<file path="src/rtl/frame_pkg.sv">
// Shared definitions for the frame segmenter: metadata field offsets,
// beat geometry helpers and the frame-state encoding.
package frame_pkg;

  localparam int MD_COUNT_LSB = 0;
  localparam int MD_SEQ_LSB   = 32;
  localparam int MD_SHORT_BIT = 64;

  typedef enum logic {
    S_START = 1'b0,
    S_BODY  = 1'b1
  } state_t;

  function automatic int bpb_of(input int dw);
    return dw / 8;
  endfunction

  function automatic int log2_of(input int n);
    int r;
    r = 0;
    for (int i = 0; i < 31; i++) begin
      if ((1 << i) < n) r = i + 1;
    end
    return r;
  endfunction

endpackage

</file>
<file path="src/rtl/keep_popcount.sv">
// Counts the set bits of a TKEEP vector, i.e. the bytes carried by one beat.
module keep_popcount #(
  parameter int BPB = 64
) (
  input  logic [BPB-1:0]         keep,
  output logic [$clog2(BPB):0]   count
);

  always_comb begin
    count = '0;
    for (int i = 0; i < BPB; i++) begin
      count = count + {{$clog2(BPB){1'b0}}, keep[i]};
    end
  end

endmodule

</file>
<file path="src/rtl/frame_segmenter.sv">
// Cuts an AXI-Stream into FRAME_SIZE-byte frames and emits one metadata beat
// (byte count, sequence number, short flag) per completed frame.
module frame_segmenter
  import frame_pkg::*;
#(
  parameter int DW = 512
) (
  input  logic                   clk,
  input  logic                   reset,
  input  logic [31:0]            FRAME_SIZE,
  input  logic [DW-1:0]          AXIS_IN_TDATA,
  input  logic                   AXIS_IN_TVALID,
  input  logic [DW/8-1:0]        AXIS_IN_TKEEP,
  input  logic                   AXIS_IN_TLAST,
  output logic                   AXIS_IN_TREADY,
  output logic [DW-1:0]          AXIS_OUT_TDATA,
  output logic                   AXIS_OUT_TVALID,
  output logic [DW/8-1:0]        AXIS_OUT_TKEEP,
  output logic                   AXIS_OUT_TLAST,
  input  logic                   AXIS_OUT_TREADY,
  output logic [DW-1:0]          AXIS_OUT_MD_TDATA,
  output logic                   AXIS_OUT_MD_TVALID,
  output logic                   AXIS_OUT_MD_TLAST,
  input  logic                   AXIS_OUT_MD_TREADY,
  output logic                   state_dbg
);

  localparam int BPB = bpb_of(DW);
  localparam int LB  = log2_of(BPB);

  // Handshake: a beat moves when VALID and READY are both high at a rising
  // edge; VALID never depends on READY and payloads hold while VALID waits.

  state_t          state, state_next;
  logic [32:0]     nb_q, beat_cnt, nb_now, nb_cur, cur_cnt;
  logic [BPB-1:0]  mask_q, mask_now, mask_cur, keep_out;
  logic [31:0]     byte_acc, seq, es, residue, frame_bytes;
  logic [DW-1:0]   data_out, md_word;
  logic [LB:0]     beat_bytes;
  logic            accept, full_end, frame_end;

  assign AXIS_IN_TREADY = !reset && (!AXIS_OUT_TVALID || AXIS_OUT_TREADY) &&
                          !(AXIS_OUT_MD_TVALID && !AXIS_OUT_MD_TREADY);
  assign accept    = AXIS_IN_TVALID && AXIS_IN_TREADY;
  assign AXIS_OUT_MD_TLAST = AXIS_OUT_MD_TVALID;
  assign state_dbg = state;

  // Frame geometry from the current FRAME_SIZE; only used on a frame's first beat.
  always_comb begin
    es       = (FRAME_SIZE == 32'd0) ? 32'(BPB) : FRAME_SIZE;
    residue  = es & 32'(BPB - 1);
    nb_now   = ({1'b0, es} + 33'(BPB - 1)) >> LB;
    mask_now = '0;
    for (int i = 0; i < BPB; i++) begin
      mask_now[i] = (residue == 32'd0) || (32'(i) < residue);
    end
  end

  assign nb_cur    = (state == S_START) ? nb_now : nb_q;
  assign mask_cur  = (state == S_START) ? mask_now : mask_q;
  assign cur_cnt   = (state == S_START) ? 33'd1 : beat_cnt + 33'd1;
  assign full_end  = (cur_cnt == nb_cur);
  assign frame_end = full_end || AXIS_IN_TLAST;

  // Bytes past the residue on a full frame's last beat are dropped entirely.
  always_comb begin
    keep_out = full_end ? (AXIS_IN_TKEEP & mask_cur) : AXIS_IN_TKEEP;
    data_out = AXIS_IN_TDATA;
    for (int i = 0; i < BPB; i++) begin
      if (full_end && !mask_cur[i]) data_out[8*i +: 8] = 8'h00;
    end
  end

  keep_popcount #(.BPB(BPB)) u_pop (
    .keep  (keep_out),
    .count (beat_bytes)
  );

  assign frame_bytes = byte_acc + 32'(beat_bytes);

  always_comb begin
    md_word = '0;
    md_word[MD_COUNT_LSB +: 32] = frame_bytes;
    md_word[MD_SEQ_LSB +: 32]   = seq;
    md_word[MD_SHORT_BIT]       = !full_end;
  end

  always_comb begin
    state_next = state;
    if (accept) state_next = frame_end ? S_START : S_BODY;
  end

  always_ff @(posedge clk) begin
    if (reset) state <= S_START;
    else       state <= state_next;
  end

  always_ff @(posedge clk) begin
    if (reset) begin
      nb_q               <= '0;
      mask_q             <= '0;
      beat_cnt           <= '0;
      byte_acc           <= '0;
      seq                <= '0;
      AXIS_OUT_TVALID    <= 1'b0;
      AXIS_OUT_TDATA     <= '0;
      AXIS_OUT_TKEEP     <= '0;
      AXIS_OUT_TLAST     <= 1'b0;
      AXIS_OUT_MD_TVALID <= 1'b0;
      AXIS_OUT_MD_TDATA  <= '0;
    end else begin
      if (accept) begin
        if (state == S_START) begin
          nb_q   <= nb_now;
          mask_q <= mask_now;
        end
        if (frame_end) begin
          beat_cnt <= '0;
          byte_acc <= '0;
          seq      <= seq + 32'd1;
        end else begin
          beat_cnt <= cur_cnt;
          byte_acc <= frame_bytes;
        end
        AXIS_OUT_TVALID <= 1'b1;
        AXIS_OUT_TDATA  <= data_out;
        AXIS_OUT_TKEEP  <= keep_out;
        AXIS_OUT_TLAST  <= frame_end;
      end else if (AXIS_OUT_TREADY) begin
        AXIS_OUT_TVALID <= 1'b0;
      end
      // A drain and a new frame end in the same cycle reload with no bubble.
      if (AXIS_OUT_MD_TVALID && AXIS_OUT_MD_TREADY) AXIS_OUT_MD_TVALID <= 1'b0;
      if (accept && frame_end) begin
        AXIS_OUT_MD_TVALID <= 1'b1;
        AXIS_OUT_MD_TDATA  <= md_word;
      end
    end
  end

endmodule

</file>
<file path="config.mk">
export PLATFORM = sky130hd
export DESIGN_NAME = frame_segmenter
export DESIGN_NICKNAME = d
export VERILOG_FILES = /design/src/rtl/frame_pkg.sv /design/src/rtl/keep_popcount.sv /design/src/rtl/frame_segmenter.sv
export SDC_FILE = /design/constraint.sdc
export NUM_CORES = 2
export LEC_CHECK = 0
export CORE_AREA = 2 2 663 665
export CTS_CLUSTER_SIZE = 30
export DETAILED_ROUTE_END_ITERATION = 16
export DIE_AREA = 0 0 665 667
export PLACE_DENSITY_LB_ADDON = 0.15
export SYNTH_ARGS = -nofsm -noshare
export SYNTH_HDL_FRONTEND = slang
export SYNTH_SLANG_ARGS = --single-unit
</file>
<file path="constraint.sdc">
create_clock -name clk -period 18.9 [get_ports clk]
set_clock_uncertainty 0.05 [all_clocks]
set_input_delay 5.67 -clock clk [delete_from_list [all_inputs] [get_ports clk]]
set_output_delay 5.67 -clock clk [all_outputs]
set_load 0.1 [all_outputs]
</file>
# Yosys cells after proc, flatten, opt, wreduce, memory -nomap -nowiden
# Cells that the tools add are included.
# word_totals
inputBits	614
reg_bits	839
out_inout_bits	1094
word_cells	431
# classes
reduce_logical	210
n_bitwise	1
eq_ne	1
magnitude_cmp	64
mux	76
n_addsub	67
# op_table
cell	n
$mux 8	64
$add 7x1->7	62
$lt 6x6->1 const A	32
$mux 64	2
$mux 33	3
$lt 5x6->1 const A	16
$logic_and 1x1->1	70
$logic_not 1->1	69
$logic_or 1x1->1	66
$and 64x64->64	1
$logic_not 32->1	2
$mux 32	2
$lt 4x6->1 const A	8
$add 32x6->33 const B	1
$add 33x1->33 const B	1
$eq 33x33->1	1
$add 32x1->32 const B	1
$add 32x7->32	1
$lt 3x6->1 const A	4
$lt 1x6->1 const A	2
$lt 2x6->1 const A	2
$mux 1	5
$reduce_bool 2->1	2
$add 1x1->2	1
$reduce_and 2->1	1

# Longest topological paths before layout
# logic_depth
depth_word	72
mapped_depth	44
mapped_depth_nobuf	38

# Hierarchy
# From an unflattened synthesis, not the netlist that was laid out.
# hier_totals
cells_unflattened	3810
area_unflattened_um2	37018.0
# modules_own_cells
module	instances	area_each_um2	seq_area_each_um2	cells_per_inst
frame_segmenter	1	35288.8	16796.1	3638
keep_popcount	1	1729.2	0.0	172

# Worst setup path after synthesis
# Ideal clock, no wire load.
# synth_timing
path_type	input to register
startpoint	input FRAME_SIZE[8]
endpoint	register AXIS_OUT_MD_TDATA[24]
arrival_ns	15.583
setup_ns	0.122
slack_ns	3.145
n_path_buf	4
path_stages	40
t_required_ns	18.728
path_cell_list	clkbuf_1 > nand4_1 > nor4_2 > nand2_1 > xnor2_1 > o32a_1 > a2111oi_4 > o2111ai_4 > buf_6 > clkbuf_1 > o21ai_0 > inv_1 > ha_1 > fa_1 > fa_1 > inv_1 > fa_1 > fa_1 > [... 4 more ...] > fa_1 > fa_1 > inv_1 > fa_1 > inv_1 > a21o_1 > a21oi_1 > xnor2_1 > ha_1 > inv_1 > o21bai_1 > a21oi_1 > o21bai_1 > and3_1 > clkbuf_1 > and3_1 > xnor2_1 > mux2i_1
# synth_between
elab_chain_cells	71
elab_cells_between_ends	203
cone_classes	add/sub (65); order compare (64); eq/ne (1); mux (4); bitwise (1); reduce/logical (68)
# synth_rtl
element	line	text
from (decl)	frame_segmenter.sv:10	input logic [31:0] FRAME_SIZE,
$logic_not 32->1	frame_segmenter.sv:50	es = (FRAME_SIZE == 32'd0) ? 32'(BPB) : FRAME_SIZE;
$mux 32 (*)	frame_segmenter.sv:50	
parallel branches: the longest is 4 deep, another holds $add 32x6->33	-	
$mux 64 (*)	frame_segmenter.sv:67	keep_out = full_end ? (AXIS_IN_TKEEP & mask_cur) : AXIS_IN_TKEEP;
net keep_out[0]	frame_segmenter.sv:36	logic [BPB-1:0] mask_q, mask_now, mask_cur, keep_out;
$add 1x1->2 (*)	keep_popcount.sv:12	count = count + {{$clog2(BPB){1'b0}}, keep[i]};
$add 7x1->7 (*) (62 in a row)	keep_popcount.sv:12	
$add 32x7->32 (*)	frame_segmenter.sv:79	assign frame_bytes = byte_acc + 32'(beat_bytes);
to (signal assigned)	frame_segmenter.sv:136	AXIS_OUT_MD_TDATA <= md_word;
to (decl)	frame_segmenter.sv:21	output logic [DW-1:0] AXIS_OUT_MD_TDATA,
# Mark *: on every way through the listed nets, which the timed path passes.
# A chain may end at the register's enable or synchronous reset.

# Final worst setup path
# layout_timing
startpoint	input FRAME_SIZE[8]
endpoint	register AXIS_OUT_MD_TDATA[28]
# Same word-level chain as after synthesis.

==> metrics.yaml <==
clock_tree:
  cts.sinks: 839
  cts_tree: "yes"
  cts_htree_levels: 4
  clk_pin_slew_ps: 50
  postCtsSetupRepairBufs: 0
  cts-root-buf: "clkbuf_16"
  cts_made_buffers: 141
  hold_buffers: 0
  cts_resized: 0
  clk-insertion-delay-late_ps: 870
  cts.path.max_buffers: 4
sta:
  rsz0062_at_grt: "no"
  period_share: 0.896
  fin_crit_ps: 16940
  maxSlewViolCount: 0
  holdWs_ps: 403
  finalWorstSetupSlack_ps: 1960
  finalHoldViolations: 0
  finalSetupViolCount: 0
  fin_setup_tns_ps: 0
  fmax_ghz: 0.0590
  relSlewSlack: 0.168
  worstMarginPinSlew_ps: 1250
power:
  power_frac_clock: 0.329
  switchingPower_w: 0.00370
  power_frac_comb: 0.443
  power_density_nw_per_um2: 134
  p_leak_nw: 21.7
  switching_share: 0.439
  power.internal_w: 0.00472
  vdd_ir_drop_max_mv: 0.395
  p_seq_frac: 0.228
yosys:
  syn_area_per_cell_um2: 8.41
  ys.flop_type: "dfxtp_1"
  ys_seq_area_frac: 0.408
  post_synth_num_cell_types: 83
  synth_enable_flop_cells: 0
  synthCells: 4901
  syn_area_um2: 41200
  yosys_warnings: 0
  synthArstFlopShare: 0
  synth_seq_cells: 839
setup_path:
  worst_r2r_path_depth: 38
  cp_top_family: "adder cells"
  regToRegEndpoint: "AXIS_OUT_MD_TDATA[28]$_SDFFE_PP0P_"
  cp.depth: 39
  path_class: "input pin to register"
  r2r-start: "beat_cnt[5]$_SDFFE_PP0P_"
  required_ps: 19530
  path_buf_inv: 9
  cp_slowest_cell: "nor4_2"
  r2r_slack_ps: 6500
  cpMostUsedCell: "fa_1"
  cp-end-kind: "register"
  critPathLaunch: "FRAME_SIZE[8]"
  cp_max_fo: 69
  crit_path_end: "AXIS_OUT_MD_TDATA[28]$_SDFFE_PP0P_"
  critPathLaunchType: "input pin"
  critPathMaxStageDelay_ps: 820
  worstPathArrival_ps: 17580
finish:
  area_growth_pct: 52.5
  layout_commonest_cell: "clkdlybuf4s50_1"
  drive_gt1_frac: 0.123
  final_cell_mix: "clkdlybuf4s50_1, dfxtp_1, nand2_1"
  nets: 6711
  design_area_um2: 62800
route:
  vias: 41900
  routedWlPerCell_um: 29.9
  drtPass1Iterations: 5
  drt_iter0_drc: 2681
  routed_wl_um: 356000
  vias_per_cell: 3.52
  drc: 0
  ant_nets: 0
worst_hold_path:
  holdPathStages: 2
  hp-class: "register to register"
floorplan:
  die_y_um: 667
  die-area_um2: 444000
  die_x_um: 665
  start_util: 0.0944
  core_um2: 437000
  rows: 243
  pin_count: 1708
global_routing:
  antenna_found_initial: 177
  first_global_vias: 40700
  overflow: 0
  grt_usage: 0.153
  grt_pass1_wl_um: 449000
  grt_max_degree: 153
place:
  dp_hpwl_um: 288000
  numPortBuffers: 1260
  place.gp.congestion: 0.922
  post-place-ws_ps: 951
  placed_area_um2: 58100
run_status:
  outcome: "completed"
flow_run:
  cap_violations: 0
## sequential cells by signal, summed over array words and instances, names as in the netlist, 32 cells and up
register           count
byte_acc              32
nb_q                  33
AXIS_OUT_TKEEP        64
seq                   32
beat_cnt              33
AXIS_OUT_TDATA       512
mask_q                64
AXIS_OUT_MD_TDATA     65
## worst min path at each step
stage / start / end
floorplan: mask_q[0]$_SDFFE_PP0P_ / mask_q[0]$_SDFFE_PP0P_
global placement: mask_q[0]$_SDFFE_PP0P_ / mask_q[0]$_SDFFE_PP0P_
detailed placement: AXIS_OUT_TDATA[493]$_SDFFE_PP0P_ / AXIS_OUT_TDATA[493]$_SDFFE_PP0P_
CTS: AXIS_OUT_TDATA[106]$_SDFFE_PP0P_ / AXIS_OUT_TDATA[106]$_SDFFE_PP0P_
global route: AXIS_OUT_TDATA[454]$_SDFFE_PP0P_ / AXIS_OUT_TDATA[454]$_SDFFE_PP0P_
finish: AXIS_OUT_TDATA[137]$_SDFFE_PP0P_ / AXIS_OUT_TDATA[137]$_SDFFE_PP0P_
## power by group through the flow
stage | clock (W) | combinational, W | sequential [W]
after CTS | 0.00292 | 0.00386 | 0.00192
after detailed placement | 0 | 0.00384 | 0.00196
after global placement | 0 | 0.00389 | 0.00196
after global routing | 0.00295 | 0.00409 | 0.00193
final | 0.00277 | 0.00373 | 0.00192
after floorplan | 0 | 0.00217 | 0.00243
## area by class of cell
cell class              count  area [µm²]
fillers                 49700      374000
multi-input cells        3502       20700
flip-flops and latches    839       16800
repair buffers           1384       12900
well taps                5757        7200
clock buffers             198        4100
inverters                 149         567
clock inverters            43         557
diodes                     26        65.1
## tightest hold or removal path: stages (launching register included)
cell and delay (ps):
dfxtp_1 300, nand2_1 50, a21oi_1 50
## through the flow
stage	cells	utilization	total power, W
CTS	11900	0.144	0.00870
finish	11900	0.144	0.00842
floorplan	5347	-	0.00460
global route	11900	0.144	0.00897
global placement	11600	0.133	0.00584
detailed placement	11600	0.133	0.00580
## per-layer routing
metal  wire length [µm]  part of all wire  track usage
met1             149000              0.42        0.188
met2             170000              0.48        0.260
met3              28200             0.079       0.0480
met4               9120             0.026       0.0319
met5                 88           0.00025            0
## cell families (layout without fill, tap and decap cells)
group           after synthesis  in the layout  synth area share
compound gates             1536           1536             0.239
buf+inv                    1006           1774             0.136
fa+ha+maj                    80             80            0.0343
flops                       839            839             0.408
other cells                   1            473         0.0000910
xor+xnor                    101            101            0.0221
mux                          82             82            0.0212
simple gates               1256           1256             0.140
## Yosys cell counts, drive strengths merged (27+ instances only)
master    n  area [µm²]
inv     148         556
fa       55        1100
o21ai   154         774
nand4    62         400
clkbuf  323        1210
a211oi   31         233
o211ai  501        3760
nand3   130         651
nor2    108         413
a221oi   30         263
a22o     28         245
and3     27         169
a21oi   588        2940
nor2b    44         275
xor2     29         254
mux2i    40         400
nand2   702        2640
mux2     42         473
buf     534        3820
or2      31         194
nor3     49         255
a31oi    46         288
dfxtp   839       16800
o31ai    31         233
xnor2    70         613
No activity file was read; power rests on OpenSTA's default activity.
